==> config.mk <==
export PLATFORM = sky130hd
export DESIGN_NAME = vga_scan_ctrl
export DESIGN_NICKNAME = d
export VERILOG_FILES = /design/src/rtl/vga_scan_ctrl.sv
export SDC_FILE = /design/constraint.sdc
export NUM_CORES = 1
export LEC_CHECK = 0
export ABC_AREA = 1
export CAP_MARGIN = 25
export CORE_MARGIN = 2
export CORE_UTILIZATION = 56
export CTS_BUF_LIST = sky130_fd_sc_hd__clkbuf_8
export CTS_CLUSTER_SIZE = 40
export DETAILED_ROUTE_END_ITERATION = 10
export GPL_TIMING_DRIVEN = 0
export HOLD_SLACK_MARGIN = 0.12
export MAX_ROUTING_LAYER = met4
export PLACE_DENSITY_LB_ADDON = 0.2
export SYNTH_ARGS = -nofsm -noshare
export SYNTH_HDL_FRONTEND = slang
export SYNTH_SLANG_ARGS = --single-unit
export TNS_END_PERCENT = 30
==> constraint.sdc <==
create_clock -name clk -period 2.3 [get_ports clk]
set_input_delay 0.345 -clock clk [delete_from_list [all_inputs] [get_ports clk]]
set_output_delay 0.345 -clock clk [all_outputs]
set_load 0.01 [all_outputs]
==> src/rtl/vga_scan_ctrl.sv <==
// vga_scan_ctrl: scan sequencer for the 1-bit VGA pixel renderer.
//   Two phase FSMs (horizontal and vertical) step through active, front
//   porch, sync and back porch. The block exports pixel coordinates, the
//   glyph row, and a fetch strobe that fires one clock before each visible
//   character cell starts, so the glyph lookup has one cycle to respond.
//
// Ports:
//   clk          pixel clock
//   rst_n        synchronous active-low reset; also forces outputs idle
//   hsync/vsync  sync outputs, active level selected by SYNC_NEG
//   de           display enable for the pixel (x,y) shown this cycle
//   x, y         scan counters, 0..H_TOTAL-1 / 0..V_TOTAL-1
//   glyph_row    y mod CHAR_H
//   fetch_stb    next clock is the first pixel of a visible cell
//   fetch_col/fetch_row  cell about to start; held between strobes
//   frame_start  pulse at x=0, y=0
//   frame_cnt    frame counter, built only with VGA_FRAME_COUNT_EN defined;
//                otherwise tied to 0
//
// Config macro: VGA_FRAME_COUNT_EN

module vga_scan_ctrl #(
  parameter int H_ACTIVE = 640,
  parameter int H_FP     = 16,
  parameter int H_SYNC   = 96,
  parameter int H_BP     = 48,
  parameter int V_ACTIVE = 480,
  parameter int V_FP     = 10,
  parameter int V_SYNC   = 2,
  parameter int V_BP     = 33,
  parameter int SYNC_NEG = 1,
  parameter int CHAR_W   = 8,
  parameter int CHAR_H   = 16
) (
  input  logic                      clk,
  input  logic                      rst_n,
  output logic                      hsync,
  output logic                      vsync,
  output logic                      de,
  output logic [9:0]                x,
  output logic [9:0]                y,
  output logic [$clog2(CHAR_H)-1:0] glyph_row,
  output logic                      fetch_stb,
  output logic [6:0]                fetch_col,
  output logic [5:0]                fetch_row,
  output logic                      frame_start,
  output logic [7:0]                frame_cnt
);

  localparam int H_TOTAL = H_ACTIVE + H_FP + H_SYNC + H_BP;
  localparam int V_TOTAL = V_ACTIVE + V_FP + V_SYNC + V_BP;
  localparam int GW      = $clog2(CHAR_H);

  // last counter value of each phase
  localparam logic [9:0] X_ACT_END  = 10'(H_ACTIVE - 1);
  localparam logic [9:0] X_FP_END   = 10'(H_ACTIVE + H_FP - 1);
  localparam logic [9:0] X_SYNC_END = 10'(H_ACTIVE + H_FP + H_SYNC - 1);
  localparam logic [9:0] X_LAST     = 10'(H_TOTAL - 1);
  localparam logic [9:0] Y_ACT_END  = 10'(V_ACTIVE - 1);
  localparam logic [9:0] Y_FP_END   = 10'(V_ACTIVE + V_FP - 1);
  localparam logic [9:0] Y_SYNC_END = 10'(V_ACTIVE + V_FP + V_SYNC - 1);
  localparam logic [9:0] Y_LAST     = 10'(V_TOTAL - 1);

  // CHAR_W is a power of two, so x mod CHAR_W is a mask
  localparam logic [9:0]    CW_MASK = 10'(CHAR_W - 1);
  localparam logic [GW-1:0] G_LAST  = GW'(CHAR_H - 1);
  localparam logic          SYNC_ACT = (SYNC_NEG == 0);

  typedef enum logic [1:0] {H_ACT_ST, H_FP_ST, H_SYNC_ST, H_BP_ST} h_state_t;
  typedef enum logic [1:0] {V_ACT_ST, V_FP_ST, V_SYNC_ST, V_BP_ST} v_state_t;

  h_state_t        h_state, h_next;
  v_state_t        v_state, v_next;
  logic [9:0]      x_q, x_d, y_q, y_d;
  logic [6:0]      col_q, col_d, fcol_q, fcol_nx;
  logic [5:0]      row_q, row_d, frow_q, frow_nx;
  logic [GW-1:0]   glyph_q, glyph_d;
  logic            line_end, frame_end, cell_end, stb_a, stb_b, stb;

  always_ff @(posedge clk) begin
    if (!rst_n) begin
      h_state <= H_ACT_ST;
      v_state <= V_ACT_ST;
      x_q     <= '0;
      y_q     <= '0;
      col_q   <= '0;
      row_q   <= '0;
      glyph_q <= '0;
      fcol_q  <= '0;
      frow_q  <= '0;
    end else begin
      h_state <= h_next;
      v_state <= v_next;
      x_q     <= x_d;
      y_q     <= y_d;
      col_q   <= col_d;
      row_q   <= row_d;
      glyph_q <= glyph_d;
      if (stb) begin
        fcol_q <= fcol_nx;
        frow_q <= frow_nx;
      end
    end
  end

  always_comb begin
    line_end  = (x_q == X_LAST);
    frame_end = line_end && (y_q == Y_LAST);
    cell_end  = ((x_q & CW_MASK) == CW_MASK);

    // horizontal
    x_d    = line_end ? '0 : x_q + 10'd1;
    col_d  = line_end ? '0 : (cell_end ? col_q + 7'd1 : col_q);
    h_next = h_state;
    case (h_state)
      H_ACT_ST:  if (x_q == X_ACT_END)  h_next = H_FP_ST;
      H_FP_ST:   if (x_q == X_FP_END)   h_next = H_SYNC_ST;
      H_SYNC_ST: if (x_q == X_SYNC_END) h_next = H_BP_ST;
      H_BP_ST:   if (line_end)          h_next = H_ACT_ST;
      default:                          h_next = H_ACT_ST;
    endcase

    // vertical: everything moves only on the line wrap
    y_d     = y_q;
    glyph_d = glyph_q;
    row_d   = row_q;
    v_next  = v_state;
    if (line_end) begin
      y_d     = frame_end ? '0 : y_q + 10'd1;
      glyph_d = frame_end ? '0 : glyph_q + GW'(1);
      row_d   = frame_end ? '0 : ((glyph_q == G_LAST) ? row_q + 6'd1 : row_q);
      case (v_state)
        V_ACT_ST:  if (y_q == Y_ACT_END)  v_next = V_FP_ST;
        V_FP_ST:   if (y_q == Y_FP_END)   v_next = V_SYNC_ST;
        V_SYNC_ST: if (y_q == Y_SYNC_END) v_next = V_BP_ST;
        V_BP_ST:   if (y_q == Y_LAST)     v_next = V_ACT_ST;
        default:                          v_next = V_ACT_ST;
      endcase
    end

    // a: next cell on this visible line; b: first cell of the next line,
    // which must itself be visible (the frame wrap lands on line 0)
    stb_a = (h_state == H_ACT_ST) && (v_state == V_ACT_ST) &&
            (x_q < X_ACT_END) && cell_end;
    stb_b = line_end && ((y_q < Y_ACT_END) || (y_q == Y_LAST));
    stb   = rst_n && (stb_a || stb_b);

    // row_d already holds next line's cell row when stb_b fires
    fcol_nx = stb_a ? col_q + 7'd1 : '0;
    frow_nx = stb_a ? row_q : row_d;
  end

  assign de          = rst_n && (h_state == H_ACT_ST) && (v_state == V_ACT_ST);
  assign hsync       = (rst_n && (h_state == H_SYNC_ST)) ? SYNC_ACT : ~SYNC_ACT;
  assign vsync       = (rst_n && (v_state == V_SYNC_ST)) ? SYNC_ACT : ~SYNC_ACT;
  assign x           = rst_n ? x_q : '0;
  assign y           = rst_n ? y_q : '0;
  assign glyph_row   = glyph_q;
  assign fetch_stb   = stb;
  assign fetch_col   = stb ? fcol_nx : fcol_q;
  assign fetch_row   = stb ? frow_nx : frow_q;
  assign frame_start = rst_n && (x_q == '0) && (y_q == '0);

`ifdef VGA_FRAME_COUNT_EN
  // bumps as the last pixel of a frame retires, so frame n reads n
  logic [7:0] fcnt_q;
  always_ff @(posedge clk) begin
    if (!rst_n)         fcnt_q <= '0;
    else if (frame_end) fcnt_q <= fcnt_q + 8'd1;
  end
  assign frame_cnt = fcnt_q;
`else
  assign frame_cnt = '0;
`endif

endmodule

# --- After elaboration in Yosys (flattened, before gate mapping) ---
# Cells that the tools add are included.
totals:
  reg_bits: 54
  latch_bits: 0
  mem_bits_rw: 0
  romBits: 0
  inputBits: 2
  output_inout_bits: 50
  wordCells: 85
  memories: 0
classes:
  addsub: 5
  n_mul: 0
  n_div: 0
  magnitude_cmp: 2
  n_eq_ne: 24
  shift: 0
  n_mux: 23
  n_bitwise: 1
  reduce_logical: 21
ops:
  columns: ["op", "n"]
  rows:
  - ["$eq 10x10->1 const B", 5]
  - ["$eq 10x9->1 const B", 3]
  - ["$mux 10", 3]
  - ["$mux 6", 5]
  - ["$add 10x1->10 const B", 2]
  - ["$logic_not 10->1", 2]
  - ["$mux 2", 8]
  - ["$ne 2x2->1 const B", 8]
  - ["$pmux 2 s4", 2]
  - ["$mux 7", 2]
  - ["$logic_and 1x1->1", 12]
  - ["$lt 10x10->1 const B", 1]
  - ["$lt 10x9->1 const B", 1]
  - ["$eq 2x2->1 const B", 4]
  - ["$add 7x1->7 const B", 1]
  - ["$add 6x1->6 const B", 1]
  - ["$reduce_and 5->1", 1]
  - ["$add 4x1->4 const B", 1]
  - ["$eq 2x1->1 const B", 2]
  - ["$eq 4x4->1 const B", 1]
  - ["$logic_not 2->1", 2]
  - ["$mux 4", 1]
  - ["$reduce_and 4->1", 1]
  - ["$eq 3x3->1 const B", 1]
  - ["other kinds (4)", 6]

# --- Longest topological paths before layout ---
depth:
  word_depth: 7
  depth_mapped: 13
  ltp_nobuf: 12

# --- Worst setup path after synthesis ---
# OpenSTA, ideal clock, no wires.
synth_timing:
  kind: "reg-to-output"
  from: "register x_q[0]"
  to: "output port fetch_row[3]"
  arrival_time_ps: 1814
  required_time_ps: 1955
  path_slack_ps: 141
  stages_incl_launch_ff: 14
  path_buffers: 1
  path_cell_list: "dfxtp_1 > ha_1 > ha_1 > inv_2 > nor2_1 > nand2_1 > a21oi_1 > nor2_2 > nand2_4 > nand2_4 > buf_6 > nand2_2 > nand2_2 > inv_1"
synth_between:
  elab_chain_len: 6
  word_cells_on_any_way: 13
  classes_between: "order compare: 1; eq/ne: 2; mux: 4; reduce/logical: 6"
synth_rtl:
  columns: ["item", "line_no", "text"]
  rows:
  - ["from (decl)", "74", "logic [9:0] x_q, x_d, y_q, y_d;"]
  - ["from (signal assigned)", "84", "x_q <= '0;"]
  - ["from (signal assigned)", "94", "x_q <= x_d;"]
  - ["$lt 10x10->1 / $eq 10x10->1 (equally long branches)", "144, 107", null]
  - ["$logic_and 1x1->1 (on tied branches)", "143, 108", null]
  - ["$logic_and 1x1->1 / $mux 6 (equally long branches)", "144, 131", null]
  - ["$logic_or 1x1->1 / $mux 6 (equally long branches)", "146, 128", null]
  - ["$logic_and 1x1->1 / $mux 6 (equally long branches)", "146, 150", null]
  - ["$mux 6 *", "161", "assign fetch_row = stb ? frow_nx : frow_q;"]
  - ["to (decl)", "45", "output logic [5:0] fetch_row,"]
# Every way passes the cells marked *; elsewhere a longest branch is shown, timed or not.

# --- Final worst setup path ---
layout_timing:
  from: "register x_q[0]"
  to: "output port fetch_row[4]"
# Same word-level chain as after synthesis.

==> impl_metrics.ini <==
[outcome]
status = finished, violations left
violations = setup timing

[yosys]
synthCells = 502
netlist.area_leader.share = 0.331
synthMostInstantiatedCell = nand2_1
yosysTopAreaCell = dfxtp_1
synth_edf_count = 0
yosys-top-cells-count = nand2_1 (127), inv_1 (83), nor2_1 (67), dfxtp_1 (54), nand3_1 (36)
synth_seq_area_share = 0.331
yosysWarnings = 0
ys.flop_type = dfxtp_1
async_reset_ff_frac = 0
netlist_top_cells_area = dfxtp_1 (33%), nand2_1 (15%), inv_1 (9.5%)
synth_seq_cells = 54
synth_area_um2 = 3270
syn_area_per_cell_um2 = 6.52
yosys.cell_types.count = 34

[finish]
layout.nets = 611
fillers = 386
syn2layout_area_growth_pct = 34.0
drive_gt1_frac = 0.240
n_antenna_cell = 0

[timing]
rsz0062_at_grt = true
setup_violations = 15
period_share = 1.08
fmax_mhz = 403
setup_ws_ns = -0.180
tns_ns = -1.55
drv_slew = 0
min_period_ns = 2.48
hold_violations = 0
worst-slew-pin-transition_ns = 0.624
slew_headroom = 0.584
fin_worst_skew_ns = 0.0111

[grt]
grt_pass1_vias = 3124
grt_pass1_wl_mm = 13.9
grt_overflow = 0
grt_max_degree = 19
grt_usage = 0.279
antenna_found_initial = 0

[worst_hold_path]
whs_endpoint = fcol_q[1]
hp-start = fcol_q[1]
hold_class = flop to flop
hold_path_depth = 2

[power_and_ir_drop]
seq_power_share = 0.543
power.density_nw_per_um2 = 398
ir_drop_uv = 422
combPwrFrac = 0.064
switching_share = 0.247
p_clk_frac = 0.394
p_int_mw = 1.31
p_switching_mw = 0.431
power.leakage_nw = 2.11

[placement]
port-buffer-count = 42
pre_cts_ws_ns = -0.727
post-dp-hpwl_mm = 5.69
gp_congestion = 0.892

[setup_path]
cp.arrival_ns = 2.14
rr_startpoint = glyph_row[1]
regToRegEndpoint = frow_q[4]
r2r_slack_ns = 0
worstPathRequired_ns = 1.96
critPathKind = flop to output pin
worst_r2r_path_depth = 15
cp_max_fo = 4
start_kind = flop
end_kind = output pin

[die]
ioPinCount = 52
core_region_area_um2 = 5570
die_area_um2 = 6470
rows = 27
start_util = 0.587
die_h_um = 80.4
die_x_um = 80.4

[route]
wl_per_cell_um = 14.0
final_antenna_net_count = 0
vias_per_cell = 5.35
drc = 0
drtIter0Drc = 305
wirelength_mm = 9.28
dr.pass1.iters = 5
vias = 3555

[clocking]
cts_hold_buf = 0
htree_levels = 2
clock_path_buffers = 2
path_clk_slew_ns = 0.11
cts_root_buf = clkbuf_8
cts_buffers = 5
numClockSinks = 54
insertion_delay_ns = 0.33
cts_tree = done

[job]
cap_viol_max_count = 0
[kinds of logic after synthesis]
family / Yosys count / synth area share
flops: 54 / 0.331
compound gates: 48 / 0.0773
xor+xnor: 10 / 0.0268
simple gates: 269 / 0.366
buf+inv: 102 / 0.129
other cells: 1 / 0.00115
fa+ha+maj: 18 / 0.0689
[stage by stage]
| stage | instances | util | total power [mW] | hold WS [ns] | area [um^2] |
|---|---|---|---|---|---|
| after floorplan | 509 | - | 1.03 | 0.441 | 3300 |
| after global placement | 623 | 0.683 | 1.06 | 0.455 | 3810 |
| after detailed placement | 623 | 0.683 | 1.06 | 0.460 | 3810 |
| after CTS | 657 | 0.753 | 1.73 | 0.471 | 4200 |
| after global routing | 664 | 0.786 | 1.79 | 0.480 | 4380 |
| final | 664 | 0.786 | 1.74 | 0.468 | 4380 |
[cells in the final DEF (no fill, tap or decap), types with 14 or more instances in the layout]
cell type / n
dfxtp_1: 40
clkdlybuf4s50_1: 27
a21oi_1: 26
nor2_1: 58
nand2_1: 111
buf_4: 31
nand3_1: 33
nand2_2: 18
o21ai_0: 14
inv_1: 78
[flip-flops by register name, indices dropped and copies added (netlist names)]
name / flops
glyph_row: 4
v_state: 2
fcol_q: 7
y_q: 10
row_q: 6
col_q: 7
h_state: 2
x_q: 10
frow_q: 6
[power by group through the flow]
stage               clock [mW]  sequential (mW)  combinational, mW
floorplan                    0            0.966             0.0633
global route             0.718            0.947              0.121
CTS                      0.682            0.946              0.104
detailed placement           0            0.968             0.0935
finish                   0.686            0.946              0.111
global placement             0            0.967             0.0924
[what timing repair did]
item | in CTS | in global routing
gates resized for setup | 108 | 37
pin swaps | 14 | 14
setup endpoints to repair | 15 | 16
buffers inserted | 25 | 8
gates cloned | 1 | 0
[per-layer routing]
layer	part of all wire	track usage
met1	0.40	0.330
met4	0.042	0.119
met3	0.065	0.0472
met2	0.49	0.469
met5	0	-
[how the worst max path moves through the flow]
stage                 from           end  slack [ns]  cells after the start
finish              x_q[0]  fetch_row[4]       -0.18                     13
global route        x_q[0]  fetch_row[5]       -0.27                     13
global placement    x_q[0]  fetch_row[3]       -0.67                     14
floorplan           x_q[0]  fetch_row[3]        0.14                     13
detailed placement  x_q[0]  fetch_row[3]       -0.73                     14
CTS                 x_q[1]     frow_q[4]       -0.09                     19
[cell type report]
type                            count  area (um^2)  area share
Timing Repair Buffer               75          662       0.151
Buffer                             17          105      0.0240
Tap cell                           72         90.1      0.0206
Sequential cell                    54         1110       0.252
Clock buffer                        5         68.8      0.0157
Inverter                           85          324      0.0739
Multi-Input combinational cell    353         1980       0.452
Clock inverter                      3         47.5      0.0108
[critical path: stages (launching register included)]
cell,delay (ns)
dfxtp_4,0.37
ha_4,0.18
ha_4,0.17
inv_6,0.04
nor2_4,0.09
nand2_2,0.07
a21oi_2,0.17
nor2_2,0.08
nand2_4,0.09
buf_4,0.14
nand3_2,0.08
nand2_2,0.12
inv_1,0.06
buf_2,0.14
Power figures use the tool's default switching activity.
